**config.mk**
```make
export PLATFORM = sky130hd
export DESIGN_NAME = bus_arbiter_nm
export DESIGN_NICKNAME = d
export VERILOG_FILES = /design/src/rtl/bus_arb_pkg.sv /design/src/rtl/rr_picker.sv /design/src/rtl/bus_arbiter_nm.sv
export SDC_FILE = /design/constraint.sdc
export NUM_CORES = 1
export LEC_CHECK = 0
export CORE_MARGIN = 2
export CORE_UTILIZATION = 40
export DETAILED_ROUTE_END_ITERATION = 8
export GPL_ROUTABILITY_DRIVEN = 0
export PLACE_DENSITY = 0.66
export SLEW_MARGIN = 5
export SYNTH_ARGS = -nofsm -noshare
export SYNTH_HDL_FRONTEND = slang
export SYNTH_SLANG_ARGS = --single-unit
```
**constraint.sdc**
```tcl
create_clock -name clk_i -period 4.1 [get_ports clk_i]
set_input_delay 0.615 -clock clk_i [delete_from_list [all_inputs] [get_ports clk_i]]
set_output_delay 0.615 -clock clk_i [all_outputs]
set_load 0.005 [all_outputs]
```
**src/rtl/bus_arb_pkg.sv**
```systemverilog
// bus_arb_pkg: shared state type and mode encodings for the bus arbiter
package bus_arb_pkg;
  typedef enum logic {IDLE, BUSY} arb_state_t;
  localparam logic MODE_FIXED = 1'b0;
  localparam logic MODE_RR = 1'b1;
endpackage

```
**src/rtl/rr_picker.sv**
```systemverilog
// rr_picker: rotating priority encoder, first set bit of vec_i at or after base_i with wrap
module rr_picker #(
  parameter int N = 4,
  localparam int IDW = $clog2(N)
) (
  input  logic [N-1:0]   vec_i,
  input  logic [IDW-1:0] base_i,
  output logic           found_o,
  output logic [IDW-1:0] idx_o
);
  logic [IDW-1:0] j;
  assign found_o = |vec_i;
  // walk offsets downward so the offset closest to base_i is written last and wins
  always_comb begin
    idx_o = '0;
    j = '0;
    for (int i = N - 1; i >= 0; i--) begin
      j = IDW'((int'(base_i) + i) % N);
      if (vec_i[j]) idx_o = j;
    end
  end
endmodule

```
**src/rtl/bus_arbiter_nm.sv**
```systemverilog
// bus_arbiter_nm: N-master bus arbiter with fixed/round-robin priority, split parking and hold timeout
module bus_arbiter_nm
  import bus_arb_pkg::*;
#(
  parameter int NUM_MASTERS = 4,
  parameter int MAX_HOLD = 1024,
  localparam int IDW = $clog2(NUM_MASTERS)
) (
  input  logic                   clk_i,
  input  logic                   rstn_i,
  input  logic                   mode_i,
  input  logic [NUM_MASTERS-1:0] req_i,
  input  logic                   split_req_i,
  input  logic                   split_rel_i,
  input  logic [IDW-1:0]         split_rel_id_i,
  output logic [NUM_MASTERS-1:0] grant_o,
  output logic [IDW-1:0]         owner_o,
  output logic                   bus_busy_o,
  output logic                   timeout_pulse_o
);
  localparam int HW = MAX_HOLD > 0 ? $clog2(MAX_HOLD + 1) : 1;
  arb_state_t state_q;
  logic [NUM_MASTERS-1:0] grant_q, split_q, split_d, to_q, to_d, elig, own_oh;
  logic [IDW-1:0] owner_q, ptr_q, ptr_d, win;
  logic [HW-1:0] hold_q;
  logic timeout_q, found, busy, to_hit, rel;
  assign busy = state_q == BUSY;
  assign own_oh = NUM_MASTERS'(1) << owner_q;
  assign to_hit = MAX_HOLD != 0 && hold_q == HW'(MAX_HOLD - 1);
  assign rel = split_req_i || !req_i[owner_q] || to_hit;
  assign elig = req_i & ~split_q & ~to_q;
  // park is OR-ed in after the release clear so a same-cycle split_req keeps the mask set
  assign split_d = (split_q & ~(split_rel_i ? NUM_MASTERS'(1) << split_rel_id_i : '0)) | (busy && split_req_i ? own_oh : '0);
  assign to_d = (to_q & req_i) | (busy && !split_req_i && req_i[owner_q] && to_hit ? own_oh : '0);
  assign ptr_d = win == IDW'(NUM_MASTERS - 1) ? '0 : win + 1'b1;
  rr_picker #(.N(NUM_MASTERS)) u_pick (
    .vec_i  (elig),
    .base_i (mode_i == MODE_RR ? ptr_q : '0),
    .found_o(found),
    .idx_o  (win)
  );
  always_ff @(posedge clk_i or negedge rstn_i) begin
    if (!rstn_i) begin
      state_q <= IDLE;
      grant_q <= '0;
      owner_q <= '0;
      ptr_q <= '0;
      hold_q <= '0;
      split_q <= '0;
      to_q <= '0;
      timeout_q <= 1'b0;
    end else begin
      split_q <= split_d;
      to_q <= to_d;
      timeout_q <= 1'b0;
      if (!busy) begin
        if (found) begin
          state_q <= BUSY;
          grant_q <= NUM_MASTERS'(1) << win;
          owner_q <= win;
          ptr_q <= ptr_d;
          hold_q <= '0;
        end
      end else if (rel) begin
        state_q <= IDLE;
        grant_q <= '0;
        timeout_q <= !split_req_i && req_i[owner_q];
      end else begin
        hold_q <= hold_q + HW'(MAX_HOLD != 0);
      end
    end
  end
  assign grant_o = grant_q;
  assign owner_o = owner_q;
  assign bus_busy_o = busy;
  assign timeout_pulse_o = timeout_q;
endmodule

```
Word level (Yosys, flattened, before mapping)
Index checks and enable logic that the tools add are counted.

Bits in registers: 29. Input port bits: 11. Output and inout bits: 8. Word-level logic and storage cells: 79.

Add/sub/neg operators: 5. Order comparisons: 5. Eq/ne operators: 4. Shifts and indexed selects: 3. Mux-type cells: 30. Bitwise logic cells: 10. Reduce and logical (&&, ||, !) cells: 14.

Operators with widths (number): 2-to-1 mux 11 bit (3); 2-to-1 mux 4 bit (6); bitwise AND 4 bit (4); < comparator 2 x 3 -> 1 bit (second input constant) (5); 2-to-1 mux 2 bit (6); inverter 4 bit (3); left shift 1 x 2 -> 4 bit (first input constant) (3); adder 11 x 1 -> 11 bit (second input constant) (1); equality test 11 x 10 -> 1 bit (second input constant) (1); binary-select mux 1 bit (select 2 bit) (5); 2-to-1 mux 1 bit (10); bitwise OR 4 bit (2); AND reduction 2 bit (3); logical AND 1 bit (5); adder 2 x 1 -> 2 bit (second input constant) (2); adder 2 bit (second input constant) (2); OR reduction 4 bit (1); equality test 2 bit (second input constant) (1); logical NOT 1 bit (2); logical OR 1 bit (2); inequality test 2 x 1 -> 1 bit (second input constant) (1); inequality test 2 bit (second input constant) (1); nonzero test 2 bit (1); inverter 1 bit (1).

Logic depth before layout (Yosys ltp)
Gate-level depths: netlist of the first run.

Depth in word-level cells: 12. Mapped depth: 9. Depth with buffers taken out: 8.

Cells and area by module
Synthesis of the first run repeated with hierarchy kept, for this count alone.

Cell total of the unflattened synthesis: 175. Area, all modules: 1680.4 sq um.

By module, submodules not included: bus_arbiter_nm (instances 1, cells each 162, area an instance 1602.8 sq um, seq. area each 725.7 sq um); rr_picker (instances 1, cells each 13, area an instance 77.6 sq um, seq. area each 0.0 sq um).

Least setup slack after synthesis of the first run
No wires, ideal clock.

Path type: input to register. Start: in req_i[0]. End: reg grant_q[3], in the netlist grant_o[3]. Setup time: 0.125 ns. Data arrival time: 2.189 ns. Required time: 3.975 ns. Slack: 1.786 ns. Cell stages on the path: 8. Path buffers: 0. Cell sequence: or3b_2 -> nor4_1 -> a21oi_1 -> o22ai_1 -> inv_1 -> ha_1 -> nor2b_1 -> mux2_4.

Longest elaborated chain between the ends: 11. Elaborated cells on any way between the ends: 26. Classes of those cells: 1 x eq/ne; 1 x shift; 16 x mux; 2 x bitwise; 6 x reduce/logical.

RTL lines: start: declaration (RTL line bus_arbiter_nm.sv:12) `input logic [NUM_MASTERS-1:0] req_i,`; bitwise AND 4 bit (*) (2 in series) (RTL line bus_arbiter_nm.sv:31) `assign elig = req_i & ~split_q & ~to_q;`; binary-select mux 1 bit (select 2 bit) (RTL line rr_picker.sv:19) `if (vec_i[j]) idx_o = j;`; 2-to-1 mux 1 bit (not written as such) (RTL line rr_picker.sv:19); 2-to-1 mux 2 bit (3 in series) (RTL line rr_picker.sv:19); 2-to-1 mux 2 bit (*) (RTL line rr_picker.sv:19); named net u_pick.idx_o[1] (RTL line rr_picker.sv:9) `output logic [IDW-1:0] idx_o`; left shift 1 x 2 -> 4 bit (*) (RTL line bus_arbiter_nm.sv:59) `grant_q <= NUM_MASTERS'(1) << win;`; 2-to-1 mux 4 bit (*) (RTL line bus_arbiter_nm.sv:57) `if (found) begin`; 2-to-1 mux 4 bit (*) (RTL line bus_arbiter_nm.sv:56) `if (!busy) begin`; end signal: assignment (RTL line bus_arbiter_nm.sv:59); end: declaration (RTL line bus_arbiter_nm.sv:23) `logic [NUM_MASTERS-1:0] grant_q, split_q, split_d, to_q, to_d, elig, own_oh;`.

Mark *: on every way through the listed nets, which the timed path passes. The rest lies on a longest branch. The select of a mux whose other input is x is not followed. A chain may end at the register's enable or synchronous reset.

Worst setup path in the final report of the first run
Start: in req_i[3]. End: reg grant_q[0], in the netlist grant_o[0].

The elaborated chain is that of the path after synthesis.

==> results of run 1 <==
-- flip-flops by register name, indices dropped and copies added, names as in the netlist --
name and flops:
hold_q 11, grant_o 4, split_q 4, to_q 4, owner_o 2, ptr_q 2, bus_busy_o 1, timeout_pulse_o 1
-- stage by stage --
stage | total power (W) | std cells
final | 0.00115 | 234
after floorplan | 0.000765 | 163
after global placement | 0.000883 | 226
after CTS | 0.00116 | 234
after global routing | 0.00124 | 234
after detailed placement | 0.000898 | 226
-- power groups by stage --
stage / Sequential (W) / Combinational (W) / Clock, W
3_5_place_dp: 0.000461 / 0.000437 / 0
4_1_cts: 0.000456 / 0.000440 / 0.000268
6_report: 0.000457 / 0.000436 / 0.000260
3_3_place_gp: 0.000458 / 0.000426 / 0
2_1_floorplan: 0.000402 / 0.000363 / 0
5_1_grt: 0.000470 / 0.000494 / 0.000281
-- Yosys cell counts (all sizes together), types with 4 or more instances --
| master | count |
|---|---|
| nand2 | 20 |
| a32o | 4 |
| o21ai | 8 |
| nor3b | 4 |
| dfrtp | 29 |
| nor4 | 6 |
| ha | 5 |
| inv | 7 |
| nand3 | 10 |
| o31ai | 4 |
| nor2 | 11 |
| mux2 | 4 |
| a21oi | 4 |
| nand4 | 5 |
| buf | 4 |
-- logic make-up (layout without fill, tap and decap cells) --
family | count (synthesis) | after routing | share of synthesized area (%)
buffers and inverters | 13 | 34 | 4.37
AOI/OAI and AO/OA | 28 | 28 | 12.3
xor gates and xnor gates | 3 | 3 | 1.58
adders and majority gates | 5 | 5 | 3.77
muxes | 8 | 8 | 6.78
and+or+nand+nor | 77 | 77 | 27.6
DFF | 29 | 29 | 43.7
-- layer usage --
layer  GRT usage [%]  part of all wire, %  up-vias
met5               0                    0        -
met4            8.75                  1.6        0
met3            3.95                  3.9        7
li1                -                    -      637
met1            22.0                   45      638
met2            29.3                   50       30
-- worst max-delay path by stage --
stage	to	cells after the start	from	slack, ps
finish	grant_o[0]	9	req_i[3]	1270
global route	grant_o[3]	8	req_i[0]	1070
CTS	grant_o[3]	9	req_i[0]	1290
detailed placement	grant_o[3]	9	req_i[0]	990
global placement	grant_o[3]	8	req_i[0]	1020
floorplan	grant_o[3]	8	req_i[0]	1790
-- layout make-up --
cell class | instances | area, µm²
Tap cell | 50 | 62.6
Timing Repair Buffer | 19 | 188
Inverter | 7 | 26.3
Multi-Input combinational cell | 121 | 863
Clock inverter | 1 | 5.00
Clock buffer | 7 | 96.3
Fill cell | 360 | 2030
Sequential cell | 29 | 726
-- worst max-delay path: stages --
cell and delay (ps):
clkdlybuf4s50_1 510, nor3b_1 560, and3b_1 250, o21ai_0 90
o211ai_1 190, inv_1 150, ha_1 210, and2b_1 150
mux2_4 260
-- cells in the final DEF (no fill, tap or decap), types with 2 or more instances in the layout --
master           Yosys  final
nor2b_1              3      3
o22ai_1              2      2
o21ai_0              7      7
nand3b_1             2      2
ha_1                 5      5
a32o_1               4      4
nor4b_1              2      2
nand2_1             20     20
mux2_4               4      4
inv_1                7      7
nor4_1               5      5
clkdlybuf4s50_1      0     18
or3b_2               3      3
xnor2_1              3      3
mux2i_1              3      3
dfrtp_1             29     29
a21oi_1              4      4
nand4_1              5      5
and3_1               2      2
clkbuf_8             0      7
nor2_1              10     10
nor3b_1              4      4
or2_2                2      2
o31ai_1              4      4
nand3_1             10     10
o211ai_1             2      2
==> results by stage, run 1 <==
Logic synthesis:
- The synthesized design spends more area on one cell type than any other, namely dfrtp_1.
- The area share of the leading cell type in the synthesized netlist is 43.7%.
- Sequential cells were found to cover 43.7% of the synthesized design area.
- The number of synthesized flops with an enable pin is 0.
- After synthesis the cells add up to 1660 µm².
- Counting every instance in the synthesized netlist gives 163.
- For this run, the number of Yosys warnings is 0.
- The mean instance size in the synthesized netlist is 10.2 µm².
- Yosys attributes the largest share of cell area to dfrtp_1, nand2_1, ha_1.
- Counting flops with an async set or reset pin after synthesis yields a share of 100%.
- The leading register cell type out of synthesis is dfrtp_1.
- The synthesized design contains 29 register bits.
- The synthesized net count is 179.
- The number of distinct library cells after synthesis is 42.

Die:
- The die area is 4690 µm².
- The total area inside the core boundary comes to 4000 µm².
- The floorplan step set the die width to 68.5 µm.
- The die outline height is 68.5 µm.
- The placement row count is 23.
- 19 I/O pins were placed.
- The starting utilization of the core area is 41.5%.

Drt:
- Using the TritonRoute via totals, the vias-per-cell ratio works out to 5.61.
- The total detailed-routing wirelength is 3500 µm.
- The average wire length per cell after detail routing is 15.0 µm.
- For this run, design rule violations remaining after detail routing come to 0.
- The antenna violation net count after detailed routing is 0.
- The first detailed-routing pass ran for 4 iterations.
- After the first detailed-routing iteration, the DRC count stood at 105.
- The final route contains 1,312 vias.

Power:
- Sequential cells account for 39.6% of the total power.
- The switching fraction of total power is 37.8%.
- The internal portion of the total power is 0.000717 W.
- IR analysis of the VDD net gives a maximum drop of 0.000207 V.
- The analysis attributes to cell leakage a power of 0.854 nW.
- The clock network is responsible for 22.6% of the overall power.
- The switching power total is 0.000436 W.
- The share of power burned in combinational logic is 37.8%.
- In this run the power density over the cells is 586 nW/µm².

Clock network:
- In this run the deepest clock path goes through 2 buffers.
- Buffers inserted during clock tree synthesis total 5.
- The TritonCTS clock tree is built.
- Hold repair after CTS inserted 0 buffers.
- The count of buffers added by post-CTS timing repair for setup is 0.
- The clock latency reported for the late side of the worst-skew pair is 280 ps.
- The H-tree was split into 2 levels.
- The number of gates resized after CTS was 0.
- Clock-pin slew was measured on the worst setup and hold paths at 60 ps.
- The root buffer selected by CTS is clkbuf_8.
- CTS saw 29 sinks.

Global route:
- The via count of the first global-routing pass is 1,342.
- Summed over all layers, the global routing overflow is 0.
- Global routing used 17.9% of the available tracks.
- Entering global routing, the biggest net connects 30 pins.
- The number of antenna violations at the first check in global routing is 0.
- The first-pass GRT wire length is 6140 µm.

STA:
- The pin slew with the least headroom to its limit is 645 ps.
- Timing would allow up to 354 MHz.
- The final hold violation count is 0.
- Setup repair after global routing left no endpoint under its margin.
- The time the worst path needs with I/O delays and setup is 2830 ps.
- The number of pins with negative max-slew slack in the final report was 0.
- The worst path uses 68.9% of the clock period.
- Setup total negative slack on the finished layout was measured at 0 ps.
- The post-route worst setup slack is 1270 ps.
- The total setup violations reported at the end of the flow is 0.
- The relative max-transition margin is 56.9%.
- The worst hold slack across all endpoints is 507 ps.
- The setup clock skew after layout is 7.27 ps.

Setup path:
- The worst setup path category is in2reg.
- The worst register-to-register path has a depth of 8.
- The maximum fanout count along the critical path is 6.
- The worst setup path is captured at a flip-flop.
- The critical path data required time is 4270 ps.
- STA puts the critical path data arrival time at 2990 ps.
- The launching element type of the critical path is a primary input.
- In this run the critical register-to-register path is launched from split_q[0].
- The worst reg-to-reg setup slack is 1730 ps.
- In this run the critical register-to-register path is captured at grant_o[3].

Place:
- Port buffering added 18 buffers.
- The cell area after placement is 1870 µm².
- The detailed placer's ending HPWL is 2530 µm.
- The worst slack after detailed placement is 989 ps.

Status:
- The flow ran to the end, and the final reports show no timing, DRC or antenna violations.

Hold path:
- The startpoint identified for the worst hold timing path is to_q[3].
- The worst hold path depth is 1.
- The capture endpoint of the worst hold path is to_q[3].
- The min-delay analysis places its worst path in the category reg2reg.

Cells and area:
- The post-layout net count is 199.
- The post-route cell area is 1970 µm².
- The area growth from synthesis to layout is 18.4%.
- The post-route netlist has 13.0% of its cells at a drive strength greater than 1.
- The repair_antennas step left the layout with diodes totalling 0.
- The share of the core filled with cells in the final layout is 49.2%.

Job:
- The tool flagged a number of max-cap violations equal to 0.
(Power assumes the default switching activity.)
==> run 2, diff against run 1 <==
==> constraint.sdc (replaced) <==
create_clock -name clk_i -period 2.7 [get_ports clk_i]
set_input_delay 0.405 -clock clk_i [delete_from_list [all_inputs] [get_ports clk_i]]
set_output_delay 0.405 -clock clk_i [all_outputs]
set_load 0.005 [all_outputs]
==> run 2 against run 1 <==
Effect of this change:
- die area unchanged
- count of clock-buffer cells in the layout unchanged
- non-clock buffer count increased by 10
- highest routed layer unchanged
- critical path type unchanged
- clock skew shrank 2.3 ps
- largest power group is now combinational logic
- worst hold slack lost 7.8 ps
- largest cell class unchanged
- core utilization increased by 1.9 points
==> results by stage, run 2 (synthesis results as in run 1) <==
Job:
- The number of maximum-capacitance constraint violations came to 0 (unchanged).

Drt:
- The number of iterations in the first detailed-routing pass came to 4 (unchanged).
- The antenna violation net count after detailed routing is 0 (unchanged).
- The via density per instance came to 5.57 (-0.59%).
- The total via count after detailed routing was 1,360 (+3.7%).
- The number of violations reported at the end of detailed-routing iteration 0 is 73 (-30%).
- The total detailed-routing wirelength was 3670 µm (+4.9%).
- The remaining routing DRC violations was 0 (unchanged).
- The average wire length per cell after detail routing is 15.1 µm (+0.64%).

Clock network:
- The number of buffers added to fix hold violations after cts was 0 (unchanged).
- The clock sink count is 29 (unchanged).
- The number of H-tree levels was 2 (unchanged).
- The count of buffers added by post-CTS timing repair for setup is 0 (unchanged).
- The clock latency reported for the late side of the worst-skew pair was 280 ps (about the same).
- The clock input transition at the sequential cells of the worst setup and hold paths is 60 ps (about the same).
- The post-cts resize count is 0 (unchanged).
- The number of buffers inserted during clock tree synthesis is 5 (unchanged).
- TritonCTS built the clock tree.
- The buffer levels on the longest clock path came to 2 (unchanged).
- The root buffer selected by CTS is clkbuf_8.

Place:
- The cell area after placement was 1940 µm² (+4.0%).
- The number of buffer cells added on primary ports came to 18 (unchanged).
- The detailed placer's ending HPWL came to 2680 µm (+5.9%).

Die:
- The starting utilization of the core area is 41.5% (unchanged).
- The placement row count was 23 (unchanged).
- The die outline height is 68.5 µm (unchanged).
- The placeable core area is 4000 µm² (unchanged).
- The boundary pin count is 19 (unchanged).
- The die area is 4690 µm² (unchanged).
- The die extent in x is 68.5 µm (unchanged).

Setup path:
- Walking the worst path, the cells encountered are clkdlybuf4s50_1 -> nor4b_1 -> and3b_1 -> o21ai_0 -> o211ai_1 -> buf_4 -> ha_1 -> nor2b_1 -> mux2_4.
- The maximum fanout count along the critical path is 4 (-2).
- The endpoint class of the critical path is a flip-flop.
- The cell with the largest stage delay on the worst path is clkdlybuf4s50_1.
- The worst setup path category is in2reg.
- The worst setup path is launched from a primary input.
- The critical path data required time is 2870 ps (-1400 ps).
- The largest stage delay on the critical path came to 530 ps (-30 ps).
- The critical path arrival was 2690 ps (-300 ps).

STA:
- The time the worst path needs with I/O delays and setup is 2520 ps.
- The setup clock skew after layout is 4.95 ps (-2.32 ps).
- Setup repair after global routing left no endpoint under its margin.
- The relative max-transition margin is 69.1% (+12 points).
- The pin slew with the least headroom to its limit came to 464 ps (-181 ps).
- The ratio of final minimum period to clock period is 93.3%.
- The number of pins with negative max-slew slack in the final report was 0 (unchanged).
- The highest achievable clock rate is 397 MHz.
- The final hold violation count is 0 (unchanged).
- The total setup violations reported at the end of the flow came to 0 (unchanged).
- The setup TNS was 0 ps (unchanged).

Cells and area:
- The number of antenna cells inserted is 0 (unchanged).
- Relative to the synthesized area, the layout overhead comes to 22.9%.
- The post-route cell area is 2040 µm² (+3.8%).
- The filler cell count in the final layout was 354 (-1.7%).
- Leaving out fill and tap cells, the most frequent cell in the layout is dfrtp_1.
- The fraction of final layout cells sized beyond drive strength 1 is 17.5% (+4.5 points).
- The post-layout net count was 209 (+5.0%).
- The flip-flop count of the largest register, all copies and words added came to 11 (unchanged).
- In the layout the commonest cells are dfrtp_1, nand2_1, clkdlybuf4s50_1.
- The largest register by flop count is hold_q.

Global route:
- The most utilized layer in the global route result is met2.
- The overall overflow remaining after global route is 0 (unchanged).
- The routing usage on met3 is 5.76% (+1.8 points).
- The largest net degree at the start of global routing is 30 (unchanged).
- The total global-route track usage is 18.1% (+0.27 points).
- The met1 routing resource usage after global routing is 21.3% (-0.74 points).
- The first-pass GRT wire length was 6180 µm (+0.67%).
- The number of antenna violations at the first check in global routing was 0 (unchanged).
- The met2 demand-to-capacity share in global routing is 29.8% (+0.48 points).
- The via count of the first global-routing pass is 1,391 (+3.7%).

Status:
- The run finished with clean final reports.

Power:
- The cell leakage power was 0.903 nW (+5.7%).
- The peak supply drop was 0.000357 V (+73%).
- The power density normalized to cell area came to 893 nW/µm² (+52%).

Hold path:
- The worst min-delay path class is in2async.
[run 2: changes by cell type in the layout (fill, tap and decap cells not counted), sizes merged]
cell / before / now
buf: 1 / 11
[run 2: metrics by stage]
| stage | setup WS (ps) | util (%) | hold WS, ps | instances | total power (W) |
|---|---|---|---|---|---|
| 5_1_grt | 39.8 | 51.0 | 523 | 244 | 0.00197 |
| 4_1_cts | 250 | 51.0 | 501 | 244 | 0.00184 |
| 2_1_floorplan | 596 | - | 109 | 163 | 0.00116 |
| 3_5_place_dp | -32.5 | 48.5 | 487 | 236 | 0.00143 |
| 3_3_place_gp | 78.6 | 48.5 | 475 | 236 | 0.00140 |
| 6_report | 180 | 51.0 | 499 | 244 | 0.00182 |
[run 2: layer usage]
| metal | part of all wire, % | vias up |
|---|---|---|
| li1 | - | 660 |
| met3 | 3.5 | 12 |
| met5 | 0 | - |
| met1 | 43 | 655 |
| met4 | 2.6 | 0 |
| met2 | 50 | 33 |
[run 2: path summary, 6_finish.rpt]
| path | start | end | slack (ps) | cells after the start |
|---|---|---|---|---|
| hold / removal | rstn_i | hold_q[8] | 500 | 2 |
| min in group clk_i | to_q[3] | to_q[3] | 500 | 1 |
| setup reg to reg | ptr_q[0] | grant_o[3] | 300 | 8 |
| max in group asynchronous | rstn_i | grant_o[0] | 1930 | 2 |
| setup / recovery | req_i[2] | grant_o[3] | 180 | 9 |
| hold reg to reg | to_q[3] | to_q[3] | 500 | 1 |
[run 2: cell type report]
class	count	area, µm²	share of cell area, %
Timing Repair Buffer	29	263	12.9
Sequential cell	29	726	35.5
Multi-Input combinational cell	121	863	42.3
Clock inverter	1	5.00	0.245
Clock buffer	7	96.3	4.72
Tap cell	50	62.6	3.06
Inverter	7	26.3	1.29
[run 2: worst max-delay path: cells and delay by family]
kind                       cells  cell delay (ps)
AOI/OAI and AO/OA              2              410
adders and majority gates      1              190
buffers and inverters          2              710
muxes                          1              290
and+or+nand+nor                3              690
[run 2: report_power, final]
group | switching, W | leakage, nW | internal, W
registers | 0.000162 | 0.386 | 0.000535
logic | 0.000357 | 0.463 | 0.000377
clock network | 0.000164 | 0.0542 | 0.000230
